<file path="config.mk">
export PLATFORM = sky130hd
export DESIGN_NAME = decoder_scan_sequencer
export DESIGN_NICKNAME = d
export VERILOG_FILES = /design/src/rtl/decoder_scan_sequencer_pkg.sv /design/src/rtl/decoder_scan_sequencer_next_line_finder.sv /design/src/rtl/decoder_scan_sequencer.sv
export SDC_FILE = /design/constraint.sdc
export NUM_CORES = 1
export LEC_CHECK = 0
export ABC_AREA = 1
export BUFFER_PORTS_ARGS = -buffer_cell sky130_fd_sc_hd__buf_2
export CAP_MARGIN = 10
export CORE_MARGIN = 3
export CORE_UTILIZATION = 60
export CTS_CLUSTER_SIZE = 20
export DETAILED_ROUTE_END_ITERATION = 12
export GPL_TIMING_DRIVEN = 0
export PLACE_DENSITY = 0.79
export SKIP_LAST_GASP = 1
export SYNTH_ARGS = -nofsm -noshare
export SYNTH_HDL_FRONTEND = slang
export SYNTH_SLANG_ARGS = --single-unit
</file>
<file path="constraint.sdc">
create_clock -name clk -period 2.87 [get_ports clk]
set_clock_uncertainty 0.2 [all_clocks]
set_input_delay 0.287 -clock clk [delete_from_list [all_inputs] [get_ports clk]]
set_output_delay 0.287 -clock clk [all_outputs]
set_load 0.005 [all_outputs]
</file>
<file path="src/rtl/decoder_scan_sequencer_pkg.sv">
// Shared state encoding and line-count derivation for the decoder scan sequencer.
// Latency: n/a (constants only). Backpressure: n/a.
package decoder_scan_sequencer_pkg;

    localparam logic [1:0] IDLE  = 2'd0;
    localparam logic [1:0] BLANK = 2'd1;
    localparam logic [1:0] DWELL = 2'd2;

    function automatic int n_lines(input int sel_w);
        return 1 << sel_w;
    endfunction

endpackage

</file>
<file path="src/rtl/decoder_scan_sequencer_next_line_finder.sv">
// Finds the lowest set mask bit strictly above cur, or the lowest set bit overall when from_start.
// Latency: combinational. Backpressure: none; wrap=1 when no such bit exists.
module next_line_finder
    import decoder_scan_sequencer_pkg::*;
#(
    parameter int SEL_W = 3,
    localparam int N_LINES = n_lines(SEL_W)
) (
    input  logic [N_LINES-1:0] mask,
    input  logic [SEL_W-1:0]   cur,
    input  logic               from_start,
    output logic [SEL_W-1:0]   nxt,
    output logic               wrap
);

    // Descending scan so the last hit written is the lowest qualifying index.
    always_comb begin
        nxt  = '0;
        wrap = 1'b1;
        for (int i = N_LINES - 1; i >= 0; i--) begin
            if (mask[i] && (from_start || ((SEL_W+1)'(i) > {1'b0, cur}))) begin
                nxt  = i[SEL_W-1:0];
                wrap = 1'b0;
            end
        end
    end

endmodule

</file>
<file path="src/rtl/decoder_scan_sequencer.sv">
// Steps a registered decoder select through the enabled lines: blank interval, then dwell with en high.
// Latency: busy/sel one cycle after start; en rises BLANK_CYCLES later. Backpressure: none; stop halts at dwell end.
module decoder_scan_sequencer
    import decoder_scan_sequencer_pkg::*;
#(
    parameter int SEL_W        = 3,
    parameter int DWELL_CYCLES = 16,
    parameter int BLANK_CYCLES = 2,
    localparam int N_LINES = n_lines(SEL_W)
) (
    input  logic               clk,
    input  logic               rst,
    input  logic               start,
    input  logic               continuous,
    input  logic               stop,
    input  logic [N_LINES-1:0] line_mask,
    output logic [SEL_W-1:0]   sel,
    output logic               en,
    output logic               busy,
    output logic               frame_done
);

    localparam int CNT_MAX = (DWELL_CYCLES > BLANK_CYCLES) ? DWELL_CYCLES : BLANK_CYCLES;
    localparam int CW      = $clog2(CNT_MAX + 1);

    logic [1:0]         state_q, state_d;
    logic [CW-1:0]      cnt_q;
    logic [N_LINES-1:0] mask_q;
    logic               stop_req_q;

    logic [SEL_W-1:0]   step_nxt, first_nxt, sel_d;
    logic               step_wrap, first_wrap;
    logic               en_d, busy_d, frame_done_d;

    next_line_finder #(.SEL_W(SEL_W)) u_step (
        .mask       (mask_q),
        .cur        (sel),
        .from_start (1'b0),
        .nxt        (step_nxt),
        .wrap       (step_wrap)
    );

    // Lowest line of the live mask, used at every latch point.
    next_line_finder #(.SEL_W(SEL_W)) u_first (
        .mask       (line_mask),
        .cur        ('0),
        .from_start (1'b1),
        .nxt        (first_nxt),
        .wrap       (first_wrap)
    );

    logic cnt_done, dwell_end, stop_eff, load_first, load_next;

    assign cnt_done   = (cnt_q == CW'(1));
    assign dwell_end  = (state_q == DWELL) && cnt_done;
    assign stop_eff   = stop_req_q || stop;
    assign load_next  = dwell_end && !step_wrap && !stop_eff;
    assign load_first = !first_wrap &&
                        (((state_q == IDLE) && start) ||
                         (dwell_end && step_wrap && continuous && !stop_eff));

    always_ff @(posedge clk or posedge rst) begin
        if (rst) begin
            state_q    <= IDLE;
            cnt_q      <= '0;
            mask_q     <= '0;
            stop_req_q <= 1'b0;
            sel        <= '0;
            en         <= 1'b0;
            busy       <= 1'b0;
            frame_done <= 1'b0;
        end else begin
            state_q    <= state_d;
            sel        <= sel_d;
            en         <= en_d;
            busy       <= busy_d;
            frame_done <= frame_done_d;
            if (load_first) begin
                mask_q <= line_mask;
            end
            if (state_d != state_q || load_next || load_first) begin
                cnt_q <= (state_d == DWELL) ? CW'(DWELL_CYCLES) : CW'(BLANK_CYCLES);
            end else if (state_q != IDLE) begin
                cnt_q <= cnt_q - CW'(1);
            end
            if (state_d == IDLE) begin
                stop_req_q <= 1'b0;
            end else if (state_q != IDLE && stop) begin
                stop_req_q <= 1'b1;
            end
        end
    end

    always_comb begin
        state_d = state_q;
        case (state_q)
            IDLE:    if (load_first) state_d = BLANK;
            BLANK:   if (cnt_done) state_d = DWELL;
            DWELL:   if (dwell_end) state_d = (load_first || load_next) ? BLANK : IDLE;
            default: state_d = IDLE;
        endcase
    end

    always_comb begin
        sel_d        = sel;
        if (load_first) begin
            sel_d = first_nxt;
        end else if (load_next) begin
            sel_d = step_nxt;
        end
        frame_done_d = dwell_end && step_wrap;
        en_d         = (state_d == DWELL);
        busy_d       = (state_d != IDLE);
    end

endmodule
</file>
Word level (Yosys, flattened, before mapping):

Cells that the tools add are included.

* add/sub/neg operators: 1
* order comparisons: 7
* eq/ne operators: 5
* mux-type cells: 42
* reductions and logical operators: 31

Operators with widths (number)
* $mux W3: 17
* $mux W1: 18
* $logic_and A1 B1 Y1: 16
* $mux W5: 3
* $gt A3 B3 Y1 const A: 4
* $reduce_bool A2 Y1: 5
* $gt A2 B3 Y1 const A: 2
* $mux W2: 3
* $pmux W2 S3: 1
* $eq A5 B1 Y1 const B: 1
* $logic_or A1 B1 Y1: 5
* $sub A5 B1 Y5 const B: 1
* $eq A2 B2 Y1 const B: 2
* $logic_not A2 Y1: 2
* $gt A1 B3 Y1 const A: 1
* $logic_not A1 Y1: 3
* $eq A2 B1 Y1 const B: 1
* $ne A2 B2 Y1: 1

* register bits after elaboration: 22
* input bits: 13
* output and inout bits: 6
* logic and storage cells: 94

Logic depth before layout (Yosys ltp):

Gate-level depths: netlist (run 1).

* depth after elaboration: 22
* mapped depth: 15
* depth with buffers taken out: 15

Hierarchy:

Synthesis (run 1) repeated with hierarchy kept, for this count alone.

* cells, all modules: 218
* area, all modules: 1495.2 µm²

Modules (own cells, without submodules)
* decoder_scan_sequencer: times used 1, cells each 130, area each 1097.3 µm², sequential area each 550.5 µm²
* next_line_finder: times used 2, cells each 44, area each 198.9 µm², sequential area each 0.0 µm²

Worst setup path before layout (run 1):

Ideal clock, no wire load.

* kind: reg2reg
* start point: register cnt_q[1]
* end point: register cnt_q[4]
* library setup time: 0.117 ns
* arrival time: 1.572 ns
* data required time: 2.553 ns
* setup slack: 0.981 ns
* stages on the path, launching flop included: 16
* buffers on the path: 0
* period minus slack after synthesis: 1.889 ns
* cell sequence: dfrtp_1 -> inv_1 -> ha_1 -> nand2_1 -> nor2_4 -> nand3_1 -> nor2_1 -> nand3_2 -> nand2_2 -> nand2_4 -> nand2_4 -> inv_4 -> nand3_4 -> nand2_1 -> nand2_1 -> nand2_1

* cells in the longest elaborated chain, start to end: 15
* elaborated cells on any way between the ends: 24
* classes of those cells: 1 x add/sub; 3 x eq/ne; 8 x mux; 12 x reduce/logical

RTL lines
* from (decl): RTL line decoder_scan_sequencer.sv:27 `logic [CW-1:0] cnt_q;`
* from (signal assigned): RTL line decoder_scan_sequencer.sv:82 `cnt_q <= (state_d == DWELL) ? CW'(DWELL_CYCLES) : CW'(BLANK_CYCLES);`
* from (signal assigned): RTL line decoder_scan_sequencer.sv:84 `cnt_q <= cnt_q - CW'(1);`
* $eq A5 B1 Y1: RTL line decoder_scan_sequencer.sv:54 `assign cnt_done = (cnt_q == CW'(1));`
* $logic_and A1 B1 Y1: RTL line decoder_scan_sequencer.sv:55 `assign dwell_end = (state_q == DWELL) && cnt_done;`
* $logic_and A1 B1 Y1 (3 in a row): RTL line decoder_scan_sequencer.sv:60 `(dwell_end && step_wrap && continuous && !stop_eff));`
* $logic_or A1 B1 Y1: RTL line decoder_scan_sequencer.sv:59 `(((state_q == IDLE) && start) ||`
* $logic_and A1 B1 Y1: RTL line decoder_scan_sequencer.sv:58 `assign load_first = !first_wrap &&`
* $logic_or A1 B1 Y1: RTL line decoder_scan_sequencer.sv:99 `DWELL: if (dwell_end) state_d = (load_first || load_next) ? BLANK : IDLE;`
* $mux W1: RTL line decoder_scan_sequencer.sv:99
* $mux W2: RTL line decoder_scan_sequencer.sv:99
* $pmux W2 S3: RTL line decoder_scan_sequencer.sv:96 `case (state_q)`
* $ne A2 B2 Y1: RTL line decoder_scan_sequencer.sv:81 `if (state_d != state_q || load_next || load_first) begin`
* $logic_or A1 B1 Y1 (2 in a row): RTL line decoder_scan_sequencer.sv:81
* $mux W5 / $reduce_bool A2 Y1 (equally long branches)

Parallel ways exist; a longest one is shown, timed or not. The select of a mux whose other input is x is not followed.
A chain may end at the register's enable or synchronous reset.

Worst setup path in the final report (run 1):

Same ends and word-level chain as after synthesis.

==> flow_summary.yaml, run 1 <==
floorplanning:
  io_pins: 19
  start_util_pct: 67.9
  rows: 15
  die_h_um: 51.8
  dieArea_um2: 2690
  core_area_um2: 1860
  die_w_um: 51.8
sta:
  setup_violations: 0
  rsz0062_at_grt: "no"
  hold-worst-slack_ns: 0.0445
  slew_viol_final: 0
  period_needed_ns: 2.16
  setup_tns_ns: 0
  timing.final.crit_share_pct: 75.2
  tightest_slew_ns: 0.786
  hold_viol: 0
  fmax_mhz: 463
  relSlewSlack_pct: 47.5
setup_path:
  critPathLaunchType: "flop"
  endpoint_kind: "flop"
  criticalPathCategory: "flop to flop"
  cp.required_ns: 2.87
  path_max_fanout: 9
  arrival_ns: 2.16
synthesis:
  avgSynthCellArea_um2: 7.60
  yosysMostFrequentCell: "nand2_1"
  synth-xor-area-share_pct: 1.39
  synth_top_family_by_area: "simple AND/OR/NAND/NOR gates"
  synth_edf_count: 0
  synth_common_cells: "nand2_1 (41), inv_1 (23), dfrtp_1 (21), nor2_1 (16)"
  synth_flop_cell: "dfrtp_1"
  synthSimpleGateAreaFrac_pct: 36.6
  synthTopCellsByArea: "dfrtp_1 (42%), nand2_1 (12%), inv_1 (6.8%)"
  syn_inst: 166
  synth_top_area_share_pct: 41.7
  yosysWarnings: 0
  syn_nets: 181
  ys_seq_area_share_pct: 41.7
  synth-async-reset-ratio_pct: 100
  ys_ff_latch: 21
  yosysUniqueCellTypes: 28
  synthMuxAreaShare_pct: 0
  synthAdderAreaFrac_pct: 1.98
  syn_area_um2: 1260
  synth_compound_area_share_pct: 9.72
  synth_top_area_cell: "dfrtp_1"
layout:
  layout-drive-gt1-share_pct: 22.2
  syn_to_final_growth_pct: 12.5
  final_core_util_pct: 76.4
  antenna_cells: 0
  fill_cells: 149
  final_nets: 205
pwr:
  switching_share_pct: 47.0
  p_int_uw: 772
  ir_drop_mv: 0.613
  total_power_uw: 1460
  switchingPower_uw: 684
  p_per_area_nw_per_um2: 1030
  power_frac_comb_pct: 52.9
  power.leakage_uw: 0.000763
  clkPwrFrac_pct: 9.5
  p_seq_share_pct: 37.6
grt:
  grt.overflow.total: 0
  antenna_found_initial: 0
  grt_first_pass_wirelength_um: 4640
  grt_max_degree: 22
  grt_use_total_pct: 23.3
  grt_pass1_vias: 1117
drt:
  drc_errors: 0
  vias: 1143
  initialDrtViolationCount: 25
  wl_um: 2700
  ant_nets: 0
  via_per_inst: 5.34
  dr.pass1.iters: 4
  routedWlPerCell_um: 12.6
placement:
  place.gp.congestion: 0.879
  io_buffers: 18
  place.detailed.hpwl_um: 2110
cts:
  clockBufferDepth: 2
  cts_tree: "done"
  cts_hold_buf: 1
  clk_latency_ns: 0.30
  cts_setup_buffers: 0
  post_cts_resized: 0
  clock-sinks: 21
  cts_root_buf: "clkbuf_4"
  cts_buffers: 3
  htree_levels: 1
  cts.reportedPaths.clkPinSlew_ns: 0.11
min_path:
  hp-class: "input port to flop"
run:
  cap_violations: 0
outcome:
  status: "finished, final reports clean"
==> cell families after synthesis <==
group,after synthesis
flip-flops,21
XOR/XNOR,2
AND/OR/NAND/NOR,91
AO/OA/AOI/OAI,22
buffers and inverters,28
adder cells (fa/ha/maj),2
==> final cells by class <==
class | instances | area (um^2) | area share (%)
Timing Repair Buffer | 19 | 100 | 7.05
Clock buffer | 4 | 26.3 | 1.85
Tap cell | 25 | 31.3 | 2.20
Sequential cell | 21 | 526 | 37.0
Inverter | 27 | 104 | 7.32
Buffer | 1 | 5.00 | 0.353
Multi-Input combinational cell | 117 | 627 | 44.2
==> layout by cell type (no fill, tap or decap), drive strengths merged <==
cell / count
a31oi: 2
o21bai: 1
dlygate4sd3: 1
nand2: 47
xor2: 2
a21boi: 1
a21oi: 6
nor2: 21
dfrtp: 21
nand3: 15
nor4: 1
ha: 2
buf: 19
nand3b: 2
o21ai: 10
clkbuf: 4
nor3: 5
o21a: 1
inv: 26
clkinv: 1
a21o: 1
==> state kept, by name, indices dropped and copies added (netlist names) <==
name and flops:
mask_q 7, cnt_q 5, sel 3, state_q 2
busy 1, en 1, frame_done 1, stop_req_q 1
==> through the flow <==
step                      cell area [um^2]  std cells  setup WS [ns]
after floorplan                       1260        166          0.981
after global placement                1380        209          0.811
after detailed placement              1380        209          0.731
after CTS                             1420        214          0.710
after global routing                  1420        214          0.511
final                                 1420        214          0.711
==> final timing paths <==
path                                             from                endpoint  slack, ns  depth (start not counted)
worst max-delay path             cnt_q[1]$_DFFE_PP0P_    cnt_q[4]$_DFFE_PP0P_       0.71                         15
worst min-delay path                     line_mask[1]   mask_q[1]$_DFFE_PP0N_       0.04                          3
worst max register to register   cnt_q[1]$_DFFE_PP0P_    cnt_q[4]$_DFFE_PP0P_       0.71                         15
worst min register to register  mask_q[4]$_DFFE_PP0N_   mask_q[4]$_DFFE_PP0N_       0.31                          2
max in group asynchronous                         rst    frame_done$_DFF_PP0_       1.51                          3
min in group asynchronous                         rst  stop_req_q$_DFFE_PP0P_       0.47                          3
==> critical path, stage by stage, from the launching register on <==
cell and delay, ns:
dfrtp_1 0.41, inv_1 0.08, ha_1 0.14, nand2_1 0.08, nor2_4 0.19, nand3_1 0.12
nor2_1 0.14, nand3_2 0.09, nand2_2 0.10, nand2_4 0.10, nand2_4 0.11, inv_4 0.05
nand3_4 0.07, nand2_1 0.07, nand2_1 0.06, nand2_1 0.06
==> metal layers <==
layer  track usage (%)  up-vias  wire length [um]
met5                 0        -                 0
met4              6.55        0                31
met3              5.44        4               120
met2              41.2       34              1290
met1              28.0      531              1260
li1                  -      574                 -
==> power by group through the flow <==
stage	Combinational [uW]	Sequential, uW	Clock (uW)
floorplan	600	520	0
global placement	730	539	0
detailed placement	764	549	0
CTS	772	544	144
global route	883	561	151
finish	771	547	139
(Power assumes the default switching activity.)
==> run 2, diff against run 1 <==
Settings changed: CORE_UTILIZATION 60 to 50, PLACE_DENSITY 0.79 to 0.7.
Clock period 2.87 ns to 1.8 ns, I/O delays scaled along.
==> run 2 against run 1 <==
The flow now finishes with violations (setup timing). Fmax grew 12%. Critical path type unchanged. Critical path depth fell by 3. Count of clock-buffer cells in the layout unchanged. Flip-flop and latch count stayed put. Clock power is 71% higher. Highest routed layer unchanged. Die area up 18%. Power up 84%. Global-route usage decreased by 1.0 points. Sequential share of layout area fell by 4.8 points. Cell count is 8.9% higher. Non-clock buffer count increased by 16. First-iteration DRC count grew 56%.
==> flow_summary.yaml, run 2 (same netlist as run 1, synthesis figures left out) <==
outcome:
  status: "finished, violations left"
  failed_checks: "setup timing"
drt:
  vias: 1205
  wl_um: 3260
  via_per_inst: 5.17
  routedWlPerCell_um: 14.0
  drc_errors: 0
  dr.pass1.iters: 4
  ant_nets: 0
  initialDrtViolationCount: 39
setup_path:
  cpMaxStageDelayCell: "dfrtp_1"
  arrival_ns: 1.94
  path_max_fanout: 5
  critPathLaunchType: "flop"
  criticalPathCategory: "flop to flop"
  cp.required_ns: 1.81
  cp_num_buf_inv: 4
  cp_cell_sequence: "inv_2, ha_4, nand2_4, nor2_4, buf_4, inv_1, a21oi_2, inv_1, nand3_4, nand2_2, nand2_1, nand2_1"
  endpoint_kind: "flop"
  crit_family: "buffers and inverters"
  max_stage_delay_ns: 0.42
layout:
  reg_top3: "mask_q (7), cnt_q (5), sel (3)"
  antenna_cells: 0
  largest_register_ff_count: 7
  syn_to_final_growth_pct: 30.7
  multi_input_area_um2: 692
  fill_cells: 200
  final_common_cell: "nand2_1"
  final_cell_mix: "nand2_1 (38), inv_1 (22), buf_2 (18)"
  final_nets: 221
  finalInstanceArea_um2: 1650
  seq_area_um2: 531
  regMostFlops: "mask_q"
  layout-drive-gt1-share_pct: 33.2
placement:
  placed_area_um2: 1390
  place.detailed.hpwl_um: 2130
  place.gp.congestion: 0.850
  dp_worst_setup_slack_ns: -0.248
  io_buffers: 18
floorplanning:
  die_w_um: 56.2
  rows: 17
  core_area_um2: 2300
  start_util_pct: 54.9
  io_pins: 19
  die_h_um: 56.2
  dieArea_um2: 3160
sta:
  period_needed_ns: 1.94
  fmax_mhz: 517
  slew_viol_final: 0
  worst_slack_ns: -0.135
  setup_tns_ns: -1.23
  hold_viol: 0
  setup_violations: 15
  relSlewSlack_pct: 43.7
  rsz0062_at_grt: "yes"
  timing.final.crit_share_pct: 108
  tightest_slew_ns: 0.843
  hold-worst-slack_ns: 0.0330
cts:
  cts_tree: "done"
  cts.reportedPaths.clkPinSlew_ns: 0.13
  clock-sinks: 21
  clk_latency_ns: 0.31
  clockBufferDepth: 2
  cts_buffers: 3
  cts_root_buf: "clkbuf_4"
  htree_levels: 1
pwr:
  ir_drop_mv: 1.22
  power.leakage_uw: 0.000848
  total_power_uw: 2670
  p_per_area_nw_per_um2: 1620
grt:
  met1_usage_pct: 27.2
  grt_first_pass_wirelength_um: 5570
  grt.overflow.total: 0
  grt_max_degree: 22
  antenna_found_initial: 0
  busiest_layer: "met2"
  grt_pass1_vias: 1285
  grtUsageMet2_pct: 39.9
  grtUsageMet3_pct: 3.71
  grt_use_total_pct: 22.3
min_path:
  hp-class: "input port to flop"
run:
  cap_violations: 0
run 2: cell types whose count changed in the layout (fill, tap and decap cells not counted), sizes merged:
cell,delta
buf,+8
dlygate4sd3,+8
run 2: worst paths after layout:
kind | start | end | slack (ns) | depth (start not counted)
min reg2reg | mask_q[5]$_DFFE_PP0N_ | mask_q[5]$_DFFE_PP0N_ | 0.33 | 2
max | cnt_q[1]$_DFFE_PP0P_ | cnt_q[4]$_DFFE_PP0P_ | -0.14 | 12
min | line_mask[0] | sel[0]$_DFFE_PP0N_ | 0.03 | 4
max in group asynchronous | rst | cnt_q[0]$_DFFE_PP0P_ | 0.46 | 3
max reg2reg | cnt_q[1]$_DFFE_PP0P_ | cnt_q[4]$_DFFE_PP0P_ | -0.14 | 12
min in group asynchronous | rst | mask_q[4]$_DFFE_PP0N_ | 0.36 | 3
run 2: power by group:
group	internal, uW	leakage [uW]	switching [uW]
clock	86.5	0.0000150	151
combinational	644	0.000578	889
sequential	693	0.000256	209
total	1420	0.000848	1250
run 2: repair_timing:
item / CTS / global route
pin swaps: 8 / 5
setup endpoints to repair: 18 / 18
hold endpoints to repair: 29 / 0
buffers inserted: 8 / 0
hold buffers: 9 / 0
resized for setup: 18 / 6
run 2: worst min-delay path, delay by kind of cell:
family	cells	cell delay (ns)
buffers and inverters	2	0.18
AND/OR/NAND/NOR	2	0.16
run 2: layout make-up:
cell class / count / share of cell area (%)
Buffer: 1 / 0.456
Clock buffer: 4 / 1.59
Inverter: 27 / 6.30
Multi-Input combinational cell: 117 / 42.0
Sequential cell: 21 / 32.2
Tap cell: 28 / 2.13
Timing Repair Buffer: 35 / 15.3
run 2: through the flow:
step	cells	utilization, %
2_1_floorplan	166	-
3_3_place_gp	212	60.7
3_5_place_dp	212	60.7
4_1_cts	233	71.0
5_1_grt	233	71.7
6_report	233	71.7
run 2: per-layer routing:
| metal | vias up | share of wire [%] |
|---|---|---|
| met1 | 565 | 44 |
| li1 | 604 | - |
| met4 | 0 | 0.43 |
| met3 | 2 | 4.3 |
| met5 | - | 0 |
| met2 | 34 | 51 |
==> run 3, diff against run 2 <==
Settings changed: HOLD_SLACK_MARGIN set to 0.05.
==> run 3 against run 2 <==
The run still ends with setup timing left. Utilization rose by 1.3 points. Setup slack got worse by 0.034 ns. Clock power fell by 3%. Non-clock buffer count rose by 2. Power rose by 1.3%. Global-route usage rose by 0.63 points. Hold slack improved by 0.019 ns. Critical endpoint unchanged. Largest power group unchanged.
==> flow_summary.yaml, run 3 (same netlist as run 1, synthesis figures left out) <==
outcome:
  status: "finished, violations left"
  failed_checks: "setup timing"
layout:
  antenna_cells: 0
  reg_top3: "mask_q (7), cnt_q (5), sel (3)"
  regMostFlops: "mask_q"
  layout-drive-gt1-share_pct: 33.7
  seq_area_um2: 531
  final_nets: 224
  multi_input_area_um2: 701
  final_cell_mix: "nand2_1 (38), inv_1 (22), buf_2 (18)"
  final_common_cell: "nand2_1"
  largest_register_ff_count: 7
  final_core_util_pct: 73.0
  fill_cells: 191
  syn_to_final_growth_pct: 33.0
drt:
  drc_errors: 0
  initialDrtViolationCount: 50
  vias: 1262
  ant_nets: 0
  dr.pass1.iters: 4
  wl_um: 3470
  routedWlPerCell_um: 14.7
  via_per_inst: 5.35
pwr:
  total_power_uw: 2710
  power.leakage_uw: 0.000860
  ir_drop_mv: 1.28
  p_per_area_nw_per_um2: 1610
floorplanning:
  rows: 17
  die_w_um: 56.2
  start_util_pct: 54.9
  dieArea_um2: 3160
  die_h_um: 56.2
  core_area_um2: 2300
  io_pins: 19
grt:
  grt_first_pass_wirelength_um: 5690
  grt_use_total_pct: 23.0
  antenna_found_initial: 0
  grt_max_degree: 22
  grt_pass1_vias: 1329
  grt.overflow.total: 0
cts:
  clk_latency_ns: 0.31
  cts.reportedPaths.clkPinSlew_ns: 0.12
  htree_levels: 1
  clock-sinks: 21
  cts_tree: "done"
  clockBufferDepth: 2
  cts_buffers: 3
  cts_root_buf: "clkbuf_4"
sta:
  setup_tns_ns: -1.37
  fmax_mhz: 508
  rsz0062_at_grt: "yes"
  period_needed_ns: 1.97
  slew_viol_final: 0
  tightest_slew_ns: 0.829
  hold_viol: 0
  relSlewSlack_pct: 44.7
  setup_violations: 15
  timing.final.crit_share_pct: 109
  worst_slack_ns: -0.169
setup_path:
  path_max_fanout: 5
  rr_worst_depth: 14
  cp.required_ns: 1.81
  r2r-start: "cnt_q[1]$_DFFE_PP0P_"
  reg2reg_to: "sel[0]$_DFFE_PP0N_"
  critPathLaunchType: "input port"
  reg2reg_slack_ns: -0.13
  criticalPathCategory: "input port to flop"
  endpoint_kind: "flop"
  arrival_ns: 1.98
  crit_start: "line_mask[2]"
  cp-endpoint: "cnt_q[4]$_DFFE_PP0P_"
placement:
  place.gp.congestion: 0.850
  place.detailed.hpwl_um: 2130
  io_buffers: 18
min_path:
  hp-class: "input port to flop"
run:
  cap_violations: 0
==> run 3: metal layers <==
metal  vias to the layer above  wire length (um)  track usage (%)
li1                        610                 -                -
met1                       599              1410             27.0
met2                        45              1820             41.6
met3                         8               185             3.71
met4                         0                51             8.14
met5                         -                 0                0
==> run 3: critical path, stage by stage <==
cell and delay [ns]:
buf_2 0.10, dlygate4sd3_1 0.60, nor4_2 0.30, nand2_1 0.19
nand2_4 0.16, nand3_1 0.09, nor2_2 0.17, nand2_1 0.07
nand2_1 0.06, nand2_1 0.04
==> run 3: report_power, final <==
group          total (uW)  switching (uW)  internal (uW)  leakage (uW)
Sequential            896             203            693      0.000256
Combinational        1580             921            659      0.000590
Clock                 232             146           86.4     0.0000150
==> run 3: stage by stage <==
stage / hold WS (ns) / cell area (um^2) / instances / setup WS (ns)
global route: 0.0633 / 1680 / 236 / -0.265
global placement: 0.160 / 1390 / 212 / -0.233
floorplan: -0.0435 / 1270 / 166 / -0.0525
finish: 0.0520 / 1680 / 236 / -0.169
detailed placement: 0.170 / 1390 / 212 / -0.248
CTS: -0.0849 / 1630 / 233 / -0.127
==> run 3: cell type report <==
class	instances	share of cell area, %
tap	28	2.09
sequential	21	31.6
multi-input combinational	118	41.8
timing repair buffer	37	16.1
buffer	1	0.671
clock buffer	4	1.57
inverter	27	6.19
==> run 3: worst min path at each step <==
stage / from / to / slack [ns] / cells after the start
2_1_floorplan: rst / busy$_DFF_PP0_ / -0.04 / 1
3_3_place_gp: rst / mask_q[4]$_DFFE_PP0N_ / 0.16 / 2
3_5_place_dp: rst / mask_q[4]$_DFFE_PP0N_ / 0.17 / 2
4_1_cts: line_mask[1] / mask_q[1]$_DFFE_PP0N_ / -0.08 / 3
5_1_grt: line_mask[3] / sel[2]$_DFFE_PP0N_ / 0.06 / 4
6_report: line_mask[1] / sel[2]$_DFFE_PP0N_ / 0.05 / 4
==> run 3: what timing repair did <==
action,4_1_cts,5_1_grt
cloned,0,2
hold buffers,9,1
setup buffers,8,0
setup endpoints to repair,18,18
resized for setup,18,9
endpoints found under the hold margin,32,1
pin swaps,8,5
